File: config.mk
export PLATFORM = sky130hd
export DESIGN_NAME = pll_reset_sequencer
export DESIGN_NICKNAME = d
export VERILOG_FILES = /design/src/rtl/pll_reset_sequencer.sv
export SDC_FILE = /design/constraint.sdc
export NUM_CORES = 1
export LEC_CHECK = 0
export CORE_UTILIZATION = 40
export CTS_CLUSTER_DIAMETER = 60
export DETAILED_ROUTE_END_ITERATION = 8
export MAX_ROUTING_LAYER = met4
export PLACE_DENSITY = 0.57
export SKIP_LAST_GASP = 1
export SLEW_MARGIN = 20
export SYNTH_ARGS = -nofsm -noshare
export SYNTH_HDL_FRONTEND = slang
export SYNTH_SLANG_ARGS = --single-unit
File: constraint.sdc
create_clock -name clk -period 3.7 [get_ports clk]
set_input_delay 0.555 -clock clk [delete_from_list [all_inputs] [get_ports clk]]
set_output_delay 0.555 -clock clk [all_outputs]
set_load 0.02 [all_outputs]
File: src/rtl/pll_reset_sequencer.sv
// Turns the asynchronous PLL lock into the design-wide synchronous reset, with a stability hold-off and filtered loss detection.
// Outputs are registered from next-state: reset releases 3+STABLE_CYCLES edges after lock and re-asserts 2+LOSS_FILTER edges after loss.
module pll_reset_sequencer #(
   parameter int STABLE_CYCLES = 1024,
   parameter int LOSS_FILTER   = 4,
   parameter int CNT_W         = 8
) (
   input  logic             clk,
   input  logic             rst,
   input  logic             locked,
   input  logic             clear,
   output logic             rst_out,
   output logic             ready,
   output logic             lock_lost,
   output logic [CNT_W-1:0] loss_count
);

   localparam int SCNT_W = $clog2(STABLE_CYCLES);
   localparam int FCNT_W = $clog2(LOSS_FILTER) + 1;
   localparam logic [SCNT_W-1:0] SCNT_LAST = SCNT_W'(STABLE_CYCLES - 1);
   localparam logic [FCNT_W-1:0] FCNT_LAST = FCNT_W'(LOSS_FILTER - 1);

   typedef enum logic [1:0] {
      WAIT_LOCK = 2'd0,
      STABILIZE = 2'd1,
      RUN       = 2'd2,
      LOST      = 2'd3
   } state_t;

   logic              r_s1;
   logic              r_ls;
   state_t            r_state;
   logic [SCNT_W-1:0] r_scnt;
   logic [FCNT_W-1:0] r_fcnt;

   state_t            w_state_nxt;
   logic [SCNT_W-1:0] w_scnt_nxt;
   logic [FCNT_W-1:0] w_fcnt_nxt;
   logic              w_loss;

   always_ff @(posedge clk) begin
      if (rst) begin
         r_s1       <= 1'b0;
         r_ls       <= 1'b0;
         r_state    <= WAIT_LOCK;
         r_scnt     <= '0;
         r_fcnt     <= '0;
         rst_out    <= 1'b1;
         ready      <= 1'b0;
         lock_lost  <= 1'b0;
         loss_count <= '0;
      end else begin
         r_s1    <= locked;
         r_ls    <= r_s1;
         r_state <= w_state_nxt;
         r_scnt  <= w_scnt_nxt;
         r_fcnt  <= w_fcnt_nxt;
         rst_out <= (w_state_nxt != RUN);
         ready   <= (w_state_nxt == RUN);
         // A loss coinciding with clear restarts the count at one rather than zero.
         if (w_loss) begin
            lock_lost <= 1'b1;
            if (clear)
               loss_count <= CNT_W'(1);
            else if (loss_count != '1)
               loss_count <= loss_count + CNT_W'(1);
         end else if (clear) begin
            lock_lost  <= 1'b0;
            loss_count <= '0;
         end
      end
   end

   always_comb begin
      w_state_nxt = r_state;
      w_scnt_nxt  = r_scnt;
      w_fcnt_nxt  = r_fcnt;
      w_loss      = 1'b0;
      case (r_state)
         WAIT_LOCK: begin
            w_fcnt_nxt = '0;
            if (r_ls) begin
               w_state_nxt = STABILIZE;
               w_scnt_nxt  = '0;
            end
         end
         STABILIZE: begin
            if (!r_ls)
               w_state_nxt = WAIT_LOCK;
            else if (r_scnt == SCNT_LAST)
               w_state_nxt = RUN;
            else
               w_scnt_nxt = r_scnt + SCNT_W'(1);
         end
         RUN: begin
            if (!r_ls) begin
               if (r_fcnt == FCNT_LAST) begin
                  w_state_nxt = LOST;
                  w_fcnt_nxt  = '0;
                  w_loss      = 1'b1;
               end else begin
                  w_fcnt_nxt = r_fcnt + FCNT_W'(1);
               end
            end else begin
               w_fcnt_nxt = '0;
            end
         end
         LOST: begin
            w_state_nxt = WAIT_LOCK;
         end
         default: begin
            w_state_nxt = WAIT_LOCK;
         end
      endcase
   end

endmodule

==> impl_metrics.env <==
export IMPL_period_needed_ns=2.16
export IMPL_clkPwrFrac_pct=38.5
export IMPL_synthXorXnorAreaFrac_pct=0
export IMPL_final_cells=205
export IMPL_nets=169
export IMPL_irDropWorstVdd_v=0.000188
export IMPL_postCtsSetupRepairBufs=0
export IMPL_cts_tree="built"
export IMPL_path_cells="ha_1, nand3_1, o41ai_2, buf_4, o21ai_0, a21oi_1"
export IMPL_start_util_pct=42.4
export IMPL_grt_pass1_vias=1030
export IMPL_worstPathArrival_ns=2.43
export IMPL_h_tree_depth=1
export IMPL_dr_pass1_iters=4
export IMPL_vias=1104
export IMPL_placed_area_um2=1460
export IMPL_antenna_left=0
export IMPL_final_area_um2=1520
export IMPL_postCtsHoldBufs=0
export IMPL_dieArea_um2=3470
export IMPL_cp_startpoint="r_scnt[1]"
export IMPL_place_ws_ns=1.58
export IMPL_switching_share_pct=19.6
export IMPL_ys_types=36
export IMPL_synth_compound_area_share_pct=16.4
export IMPL_ios=15
export IMPL_synth_top_family_by_area="simple AND/OR/NAND/NOR gates"
export IMPL_grt_pass1_wl_mm=4.29
export IMPL_synth_cells=148
export IMPL_hp_start="r_s1"
export IMPL_layout_commonest_cell="dfxtp_1"
export IMPL_endpoint="r_scnt[5]"
export IMPL_cts_sinks=28
export IMPL_critical_path_startpoint_type="register"
export IMPL_pwr_share_comb_pct=3.1
export IMPL_die_w_um=58.9
export IMPL_yosys_top_cells_area="dfxtp_1 43%, a21oi_1 6.6%, or3_1 4.8%"
export IMPL_avgSynthCellArea_um2=8.74
export IMPL_r2r_end="r_scnt[5]"
export IMPL_drt_initial_drc_count=31
export IMPL_synth_edf_count=0
export IMPL_post_route_period_util_pct=58.4
export IMPL_synth_adder_area_share_pct=2.90
export IMPL_synthesis_nets=155
export IMPL_max_stage_delay_ns=0.73
export IMPL_postCtsResizedCells=0
export IMPL_pwr_density_cell_nw_per_um2=343
export IMPL_reg2reg_from="r_scnt[1]"
export IMPL_ys_ff_latch=28
export IMPL_drive_gt1_share_pct=6.83
export IMPL_yosysWarnings=0
export IMPL_worst_pin_slew_ns=0.731
export IMPL_synth_ff_type="dfxtp_1"
export IMPL_io_buffers=14
export IMPL_required_ns=3.97
export IMPL_synth_top_area_share_pct=43.3
export IMPL_worstSkewPairLatency_ns=0.33
export IMPL_max_slew_margin_pct=50.7
export IMPL_min_path_type="register to register"
export IMPL_maxSlewViolCount=0
export IMPL_gp_congestion=0.859
export IMPL_seq_area_frac_synth_pct=43.3
export IMPL_setup_violations=0
export IMPL_regArea_um2=561
export IMPL_numCtsBuffers=3
export IMPL_p_int_uw=419
export IMPL_synth_area_um2=1290
export IMPL_routedWlPerCell_um=12.4
export IMPL_setup_tns_ns=0
export IMPL_cp_end_kind="register"
export IMPL_power_uw=521
export IMPL_fin_ws_ns=1.54
export IMPL_grt_overflow=0
export IMPL_critPathKind="register to register"
export IMPL_fin_hold_ws_ns=0.463
export IMPL_grt_max_degree=18
export IMPL_wirelength_mm=2.54
export IMPL_chipHeight_um=58.9
export IMPL_cp_max_fo=12
export IMPL_drc=0
export IMPL_detailed_place_hpwl_mm=1.87
export IMPL_outcome="complete, no violations"
export IMPL_worst_path_max_delay_cell="o41ai_2"
export IMPL_finish_utilization_pct=49.7
export IMPL_rsz0062_at_grt="false"
export IMPL_rows=20
export IMPL_drv_cap=0
export IMPL_synthSimpleGateAreaFrac_pct=31.5
export IMPL_max_freq_mhz=463
export IMPL_num_fill_cells=310
export IMPL_core_area_um2=3050
export IMPL_clkTransAtPathRegs_ns=0.15
export IMPL_cts_root_buf="clkbuf_4"
export IMPL_final_cell_mix="28 x dfxtp_1, 17 x a21oi_1, 14 x clkdlybuf4s50_1"
export IMPL_vias_per_cell=5.39
export IMPL_grtUsageTotal_pct=16.5
export IMPL_synth_mux_area_share_pct=1.55
export IMPL_r2r_slack_ns=1.54
export IMPL_leakagePower_nw=0.484
export IMPL_synth_top_area_cell="dfxtp_1"
export IMPL_multi_input_area_um2=686
export IMPL_fin_skew_ns=0.00294
export IMPL_antennaDiodeCount=0
export IMPL_place_inst=201
export IMPL_clock_path_buffers=2
export IMPL_power_net_switching_uw=102
export IMPL_worst_r2r_path_depth=6
export IMPL_pwr_share_seq_pct=58.4
export IMPL_antenna_found_initial=0
export IMPL_finalHoldViolCount=0
export IMPL_syn_to_final_growth_pct=17.2
export IMPL_synth_async_sr_flop_share_pct=0
-- sequential cells by signal (all words and copies together) (netlist names) --
signal / flops
r_scnt: 10
loss_count: 8
r_fcnt: 3
r_state: 2
lock_lost: 1
r_ls: 1
r_s1: 1
ready: 1
rst_out: 1
-- logic make-up (layout without fill, tap and decap cells) --
family | Yosys count | count (layout)
DFF | 28 | 28
adders and majority gates | 3 | 3
muxes | 2 | 2
and+or+nand+nor | 69 | 69
buffers and inverters | 10 | 23
AOI/OAI and AO/OA | 36 | 36
-- critical path: cells and delay by family, from the launching register on --
kind	cells	cell delay, ns
AND/OR/NAND/NOR	1	0.23
flip-flops	1	0.44
buffers and inverters	1	0.29
AO/OA/AOI/OAI	3	0.96
adder cells (fa/ha/maj)	1	0.19
-- synthesized netlist by cell type (all sizes together) (4+ instances only) --
library cell   n
inv            4
dfxtp         28
nor2b          4
nand3          8
or3           10
nor2           9
nand2         10
buf            4
o21ai          8
or4            4
nor3           4
a21oi         17
o31ai          4
-- per-layer routing --
metal	track usage, %	vias up	wire, um
met1	21.3	513	1310
li1	-	571	-
met5	-	-	0
met3	4.62	2	80
met4	5.10	0	15
met2	24.8	18	1140
-- power groups by stage --
stage / Sequential [mW] / Clock [mW] / Combinational (mW)
2_1_floorplan: 0.310 / 0 / 0.00972
3_3_place_gp: 0.311 / 0 / 0.0160
3_5_place_dp: 0.311 / 0 / 0.0164
4_1_cts: 0.304 / 0.207 / 0.0164
5_1_grt: 0.305 / 0.219 / 0.0177
6_report: 0.304 / 0.201 / 0.0161
-- how the worst min path moves through the flow --
| stage | endpoint | slack, ns | cells past startpoint |
|---|---|---|---|
| 2_1_floorplan | r_ls | 0.41 | 1 |
| 3_3_place_gp | r_ls | 0.43 | 1 |
| 5_1_grt | r_ls | 0.48 | 1 |
| 4_1_cts | r_ls | 0.47 | 1 |
| 3_5_place_dp | r_ls | 0.44 | 1 |
| 6_report | r_ls | 0.46 | 1 |
-- layout make-up --
class / count / area share, %
Tap cell: 44 / 3.63
Inverter: 4 / 0.990
Sequential cell: 28 / 37.0
Clock inverter: 1 / 1.98
Timing Repair Buffer: 15 / 9.74
Multi-Input combinational cell: 110 / 45.2
Clock buffer: 3 / 1.49
No activity file was read; power rests on OpenSTA's default activity.
